--- src/rtl/cv_pad_mux.sv ---
// ColecoVision controller-port generator: keypad/joystick scan, pad swap, autofire, quadrature spinner.
// Outputs registered on ce (one tick latency); optional autofire gating via `CV_PAD_AUTOFIRE_EN.
module cv_pad_mux #(
   parameter int NUM_PADS = 2,
   parameter int AF_DIV   = 178957,
   parameter int SPIN_W   = 8,
   parameter int SPIN_DIV = 1024
) (
   input  logic                       clk_sys,
   input  logic                       reset,
   input  logic                       ce,
   input  logic [20*NUM_PADS-1:0]     joy_i,
   input  logic                       swap_i,
   input  logic [2*NUM_PADS-1:0]      af_en_i,
   input  logic [NUM_PADS-1:0]        spin_en_i,
   input  logic [SPIN_W*NUM_PADS-1:0] spin_d_i,
   input  logic [NUM_PADS-1:0]        spin_stb_i,
   input  logic [NUM_PADS-1:0]        sel_kp_n_i,
   input  logic [NUM_PADS-1:0]        sel_js_n_i,
   output logic [4*NUM_PADS-1:0]      p1234_o,
   output logic [NUM_PADS-1:0]        p6_o,
   output logic [NUM_PADS-1:0]        p7_o,
   output logic [NUM_PADS-1:0]        p9_o
);

   localparam int AW    = SPIN_W + 2;
   localparam int XW    = SPIN_W + 4;
   localparam int SC_W  = (SPIN_DIV > 1) ? $clog2(SPIN_DIV) : 1;
   localparam logic [SC_W-1:0] SC_LAST = SC_W'(SPIN_DIV - 1);
   localparam logic signed [XW-1:0] SAT_MAX = XW'((2 ** (AW - 1)) - 1);
   localparam logic signed [XW-1:0] SAT_MIN = -SAT_MAX;

   function automatic logic [AW-1:0] sat(input logic signed [XW-1:0] v);
      if (v > SAT_MAX) begin
         return SAT_MAX[AW-1:0];
      end else if (v < SAT_MIN) begin
         return SAT_MIN[AW-1:0];
      end
      return v[AW-1:0];
   endfunction

   function automatic logic [3:0] kp_code(input logic [19:0] j);
      if      (j[8])  return 4'b0011;
      else if (j[9])  return 4'b1110;
      else if (j[10]) return 4'b1101;
      else if (j[11]) return 4'b0110;
      else if (j[12]) return 4'b0001;
      else if (j[13]) return 4'b1001;
      else if (j[14]) return 4'b0111;
      else if (j[15]) return 4'b1100;
      else if (j[16]) return 4'b1000;
      else if (j[17]) return 4'b1011;
      else if (j[6])  return 4'b1010;
      else if (j[7])  return 4'b0101;
      else if (j[18]) return 4'b0100;
      else if (j[19]) return 4'b0010;
      return 4'b1111;
   endfunction

   function automatic logic [1:0] quad_fwd(input logic [1:0] s);
      case (s)
         2'b11:   return 2'b10;
         2'b10:   return 2'b00;
         2'b00:   return 2'b01;
         default: return 2'b11;
      endcase
   endfunction

   function automatic logic [1:0] quad_rev(input logic [1:0] s);
      case (s)
         2'b11:   return 2'b01;
         2'b01:   return 2'b00;
         2'b00:   return 2'b10;
         default: return 2'b11;
      endcase
   endfunction

   // Shared step timebase for all spinners.
   logic [SC_W-1:0] spin_cnt_q, spin_cnt_d;
   logic            spin_tick;

   always_comb begin
      spin_cnt_d = spin_cnt_q;
      spin_tick  = 1'b0;
      if (ce) begin
         if (spin_cnt_q == SC_LAST) begin
            spin_cnt_d = '0;
            spin_tick  = 1'b1;
         end else begin
            spin_cnt_d = spin_cnt_q + SC_W'(1);
         end
      end
   end

   always_ff @(posedge clk_sys) begin
      if (reset) begin
         spin_cnt_q <= '0;
      end else begin
         spin_cnt_q <= spin_cnt_d;
      end
   end

`ifdef CV_PAD_AUTOFIRE_EN
   localparam int AF_W = (AF_DIV > 1) ? $clog2(AF_DIV) : 1;
   localparam logic [AF_W-1:0] AF_LAST = AF_W'(AF_DIV - 1);

   logic [AF_W-1:0] af_cnt_q, af_cnt_d;
   logic            af_phase_q, af_phase_d;

   always_comb begin
      af_cnt_d   = af_cnt_q;
      af_phase_d = af_phase_q;
      if (ce) begin
         if (af_cnt_q == AF_LAST) begin
            af_cnt_d   = '0;
            af_phase_d = ~af_phase_q;
         end else begin
            af_cnt_d = af_cnt_q + AF_W'(1);
         end
      end
   end

   always_ff @(posedge clk_sys) begin
      if (reset) begin
         af_cnt_q   <= '0;
         af_phase_q <= 1'b1;
      end else begin
         af_cnt_q   <= af_cnt_d;
         af_phase_q <= af_phase_d;
      end
   end
`else
   logic unused_af;
   assign unused_af = ^af_en_i;
   localparam int unused_af_div = AF_DIV;
`endif

   // Swap only exchanges the joystick words; select lines stay physical.
   logic [20*NUM_PADS-1:0] joy_sw;

   for (genvar n = 0; n < NUM_PADS; n++) begin : g_swap
      if (NUM_PADS > 1 && n < 2) begin : g_xchg
         assign joy_sw[20*n +: 20] = swap_i ? joy_i[20*(1-n) +: 20] : joy_i[20*n +: 20];
      end else begin : g_pass
         assign joy_sw[20*n +: 20] = joy_i[20*n +: 20];
      end
   end

   if (NUM_PADS == 1) begin : g_noswap
      logic unused_swap;
      assign unused_swap = swap_i;
   end

   for (genvar n = 0; n < NUM_PADS; n++) begin : g_pad
      logic [19:0]              j;
      logic                     fire1, fire2;
      logic [3:0]               kp_val, js_val;
      logic                     kp_p6, js_p6;
      logic [3:0]               p1234_q, p1234_d;
      logic                     p6_q, p6_d;
      logic signed [SPIN_W-1:0] d;
      logic signed [XW-1:0]     d_x, acc_x, pend_x, step;
      logic signed [AW-1:0]     acc_q, acc_d, pend_q, pend_d;
      logic [1:0]               quad_q, quad_d;

      assign j = joy_sw[20*n +: 20];
      assign d = spin_d_i[SPIN_W*n +: SPIN_W];

`ifdef CV_PAD_AUTOFIRE_EN
      assign fire1 = j[4] & (~af_en_i[2*n]   | af_phase_q);
      assign fire2 = j[5] & (~af_en_i[2*n+1] | af_phase_q);
`else
      assign fire1 = j[4];
      assign fire2 = j[5];
`endif

      always_comb begin
         kp_val = 4'hF;
         kp_p6  = 1'b1;
         js_val = 4'hF;
         js_p6  = 1'b1;
         if (!sel_kp_n_i[n]) begin
            kp_val = kp_code(j);
            kp_p6  = ~fire2;
         end
         if (!sel_js_n_i[n]) begin
            js_val = ~j[3:0];
            js_p6  = ~fire1;
         end
         p1234_d = ce ? (kp_val & js_val) : p1234_q;
         p6_d    = ce ? (kp_p6 & js_p6) : p6_q;
      end

      // Strobes accumulate in pend between ce ticks and are merged together with any step.
      always_comb begin
         acc_d  = acc_q;
         pend_d = pend_q;
         quad_d = quad_q;
         step   = '0;
         d_x    = '0;
         if (spin_stb_i[n]) begin
            d_x = {{(XW-SPIN_W){d[SPIN_W-1]}}, d};
         end
         acc_x  = {{2{acc_q[AW-1]}}, acc_q};
         pend_x = {{2{pend_q[AW-1]}}, pend_q};
         if (!spin_en_i[n]) begin
            pend_d = '0;
            if (ce) begin
               acc_d  = '0;
               quad_d = 2'b11;
            end
         end else if (ce) begin
            if (spin_tick && acc_q != '0) begin
               if (acc_q[AW-1]) begin
                  step   = '1;
                  quad_d = quad_rev(quad_q);
               end else begin
                  step   = XW'(1);
                  quad_d = quad_fwd(quad_q);
               end
            end
            acc_d  = sat(acc_x + pend_x + d_x - step);
            pend_d = '0;
         end else begin
            pend_d = sat(pend_x + d_x);
         end
      end

      always_ff @(posedge clk_sys) begin
         if (reset) begin
            p1234_q <= 4'hF;
            p6_q    <= 1'b1;
            acc_q   <= '0;
            pend_q  <= '0;
            quad_q  <= 2'b11;
         end else begin
            p1234_q <= p1234_d;
            p6_q    <= p6_d;
            acc_q   <= acc_d;
            pend_q  <= pend_d;
            quad_q  <= quad_d;
         end
      end

      assign p1234_o[4*n +: 4] = p1234_q;
      assign p6_o[n]           = p6_q;
      assign p7_o[n]           = quad_q[1];
      assign p9_o[n]           = quad_q[0];
   end

endmodule

--- config.mk ---
export PLATFORM = sky130hd
export DESIGN_NAME = cv_pad_mux
export DESIGN_NICKNAME = d
export VERILOG_FILES = /design/src/rtl/cv_pad_mux.sv
export SDC_FILE = /design/constraint.sdc
export NUM_CORES = 1
export LEC_CHECK = 0
export CORE_AREA = 2 2 116 118
export DETAILED_ROUTE_END_ITERATION = 6
export DIE_AREA = 0 0 118 120
export PLACE_DENSITY = 0.88
export SLEW_MARGIN = 20
export SYNTH_ARGS = -nofsm -noshare
export SYNTH_HDL_FRONTEND = slang
export SYNTH_SLANG_ARGS = --single-unit
--- constraint.sdc ---
create_clock -name clk_sys -period 5.78 [get_ports clk_sys]
set_clock_uncertainty 0.15 [all_clocks]
set_input_delay 1.445 -clock clk_sys [delete_from_list [all_inputs] [get_ports clk_sys]]
set_output_delay 1.445 -clock clk_sys [all_outputs]
set_load 0.03 [all_outputs]
==> impl_metrics.env, run 1 <==
export IMPL_crit_path_start_kind="input pin"
export IMPL_grt_pass1_vias=6275
export IMPL_num_vias=6432
export IMPL_finalHoldViolations=0
export IMPL_ys_top_cells_by_count="113 x inv_1, 67 x nand2_1, 64 x dfxtp_1, 64 x nor2_1, 53 x a21oi_1"
export IMPL_n_antenna_cell=0
export IMPL_area_growth_synth_to_final_pct=27.84
export IMPL_slowest_stage="or4_4"
export IMPL_initial_core_util_pct=50.48
export IMPL_seq_area_frac_synth_pct=19.55
export IMPL_cts_hold_buffers_added=0
export IMPL_nFillCells=1052
export IMPL_syn_area_per_cell_um2=7.933
export IMPL_path_clk_slew_ns=0.06
export IMPL_postCtsSetupRepairBufs=0
export IMPL_worstMarginPinSlew_ns=0.5874
export IMPL_grt_pass1_wl_mm=29.13
export IMPL_critPathMaxStageDelay_ns=0.54
export IMPL_cp_arrival_ns=5.76
export IMPL_yosysMostFrequentCell="inv_1"
export IMPL_max_freq_mhz=177.1
export IMPL_synth_area_leader_cell="dfxtp_1"
export IMPL_drc=0
export IMPL_slew_viol_final=0
export IMPL_path_cells="dlygate4sd2_1 -> nand2_2 -> a31oi_4 -> nand2_2 -> fa_1 -> inv_1 -> fa_1 -> inv_1 -> ha_1 -> inv_1 -> fa_1 -> nand2b_1 -> buf_4 -> a211o_1 -> or4_4 -> o311ai_4 -> buf_6 -> a211oi_1 -> o21ai_1"
export IMPL_dieArea_um2=14160
export IMPL_core_um2=12980
export IMPL_viasPerCell=5.617
export IMPL_routed_wl_mm=17.72
export IMPL_endpoint_kind="flop"
export IMPL_status="finished clean"
export IMPL_dr_pass1_iters=6
export IMPL_drv_cap=0
export IMPL_io_buffers=81
export IMPL_dpl_hpwl_mm=14.13
export IMPL_power_leakage_uw=0.003745
export IMPL_clock_path_buffers=2
export IMPL_fin_tns_setup_ns=0
export IMPL_die_width_um=118
export IMPL_finalCritPeriodShare_pct=97.70
export IMPL_ant_nets=0
export IMPL_antenna_found_initial=0
export IMPL_critPathKind="input pin to flop"
export IMPL_ys_warn_count=0
export IMPL_min_path_type="flop to flop"
export IMPL_synthTopCellsByArea="dfxtp_1 20%, fa_1 13%, ha_1 8.2%"
export IMPL_rows=42
export IMPL_ir_worst_vdd_v=0.0003843
export IMPL_cts_htree_levels=3
export IMPL_syn_num_nets=985
export IMPL_dieHeight_um=120
export IMPL_root_buffer="clkbuf_16"
export IMPL_ys_flop_type="dfxtp_1"
export IMPL_synthCells=826
export IMPL_drive_gt1_share_pct=11.66
export IMPL_tritoncts="yes"
export IMPL_insertion_delay_ns=0.34
export IMPL_gr_total_overflow=0
export IMPL_grt_usage_pct=25.27
export IMPL_synth_distinct_cells=67
export IMPL_max_slew_margin_rel_pct=60.60
export IMPL_use_met2_pct=45.53
export IMPL_setup_viol=0
export IMPL_critPathMaxFanout=7
export IMPL_yosys_register_bits=64
export IMPL_grtUsageMet1_pct=30.62
export IMPL_io_pins=86
export IMPL_grt_busiest_layer="met2"
export IMPL_nets=1123
export IMPL_grt_max_degree=47
export IMPL_use_met3_pct=5.466
export IMPL_synth_edff_count=0
export IMPL_cts_sinks=64
export IMPL_cts_buffers_inserted=9
export IMPL_wl_per_cell_um=15.47
export IMPL_dp_cells=1129
export IMPL_yosysTopAreaCellShare_pct=19.55
export IMPL_synth_cell_area_um2=6553
export IMPL_critPathRequiredTime_ns=5.89
export IMPL_crit_family="adder cells"
export IMPL_place_gp_congestion=0.9668
export IMPL_period_needed_ns=5.647
export IMPL_ys_async_sr_fraction_pct=0
export IMPL_p_per_area_nw_per_um2=465.8
export IMPL_drt_iter0_markers=413
export IMPL_cp_buffers_inverters=6
export IMPL_fin_cells=1145
[metrics by stage]
| step | hold slack, ns | setup WS (ns) | total power (µW) | area (µm²) | util (%) |
|---|---|---|---|---|---|
| after detailed placement | 0.3135 | -0.5230 | 3222 | 8009 | 61.70 |
| after CTS | 0.3250 | 0.2120 | 3881 | 8366 | 64.45 |
| final | 0.3247 | 0.1331 | 3902 | 8377 | 64.54 |
| after global placement | 0.3016 | -0.4682 | 3124 | 8009 | 61.70 |
| after floorplan | 0.2928 | 0.01347 | 2248 | 6571 | - |
| after global routing | 0.3695 | -0.02039 | 4203 | 8377 | 64.54 |
[where the power goes]
part	switching, µW	total (µW)	internal, µW
Sequential	73.3	577	503
Clock	215	593	378
Combinational	1410	2730	1320
[final timing paths]
kind,start,endpoint,slack [ns],cells after the start
worst max-delay path,ce,g_pad[1].acc_q[4],0.13,19
worst min register to register,g_pad[1].p1234_q[3],g_pad[1].p1234_q[3],0.32,2
worst max register to register,spin_cnt_q[0],g_pad[1].acc_q[4],0.52,21
worst min-delay path,g_pad[1].p1234_q[3],g_pad[1].p1234_q[3],0.32,2
[cells by family (layout without fill, tap and decap cells)]
logic type      Yosys count  in the layout  share of synthesized area [%]
simple gates            243            243                          17.76
compound gates          230            230                          23.53
buf+inv                 135            278                          8.058
fa+ha+maj                87             87                          21.65
flops                    64             64                          19.55
xor+xnor                 41             41                          5.480
mux                      26             26                          3.972
[metal layers]
metal	vias to the layer above	share of wire (%)	wire length [µm]
met5	-	0	0
met4	0	2.1	370
met3	33	5.2	925
met2	212	51	8976
met1	3031	42	7444
li1	3156	-	-
[sequential cells by signal (all words and copies together), names as in the netlist]
signal and flops:
g_pad.acc_q 20, g_pad.pend_q 20, spin_cnt_q 10, g_pad.p1234_q 8
g_pad.quad_q 4, g_pad.p6_q 2
[final cells by class]
class,instances,area (µm²),area share [%]
multi-input combinational,627,4797,57.27
sequential,64,1281,15.30
clock inverter,7,95.09,1.135
timing repair buffer,148,1330,15.88
inverter,114,427.9,5.108
tap,176,220.2,2.629
clock buffer,9,225.2,2.689
[cells in the final DEF (no fill, tap or decap), types with 3 or more instances in the layout]
cell             synthesis  final
inv_1                  113    113
clkdlybuf4s50_1          0     78
nand2_1                 67     65
nor2_1                  64     64
dfxtp_1                 64     64
buf_4                    2     64
a21oi_1                 53     52
o21ai_0                 51     51
fa_1                    44     44
ha_1                    43     43
nor3_1                  37     37
mux2i_1                 26     26
xor2_1                  24     24
a211oi_1                21     21
xnor2_1                 17     17
and2_1                  14     14
nand3_1                 13     12
o21ai_1                 10     10
nand2b_1                 9      9
nor2b_1                  9      9
o21a_1                   9      9
clkbuf_16                0      9
a21o_1                   9      8
o31ai_1                  8      8
o21ai_2                  8      8
nor4_1                   7      7
a31oi_1                  7      6
o22ai_1                  6      6
nand4_1                  5      5
o211ai_1                 5      5
o21bai_1                 5      5
a211oi_2                 3      3
a211o_1                  3      3
and3_1                   3      3
nor3b_1                  3      3
a21boi_0                 3      3
or3_1                    3      3
o32ai_1                  3      3
[repair_timing]
action                     in CTS  in global routing
pin swaps                       2                  0
setup endpoints to repair      17                  5
gates resized for setup         9                  2
[tightest hold or removal path: stages, from the launching register on]
cell     delay [ns]
dfxtp_1        0.33
a21oi_1        0.06
o21ai_0        0.06
(Power assumes the default switching activity.)
==> run 2, diff against run 1 <==
--- a/config.mk
+++ b/config.mk
@@ -6,6 +6,8 @@
 export NUM_CORES = 1
 export LEC_CHECK = 0
 export CORE_AREA = 2 2 116 118
+export CTS_CLUSTER_DIAMETER = 40
+export CTS_CLUSTER_SIZE = 14
 export DETAILED_ROUTE_END_ITERATION = 6
 export DIE_AREA = 0 0 118 120
 export PLACE_DENSITY = 0.88
==> results of run 2 <==
The final DEF is identical to that of run 1; final timing and power are the same.
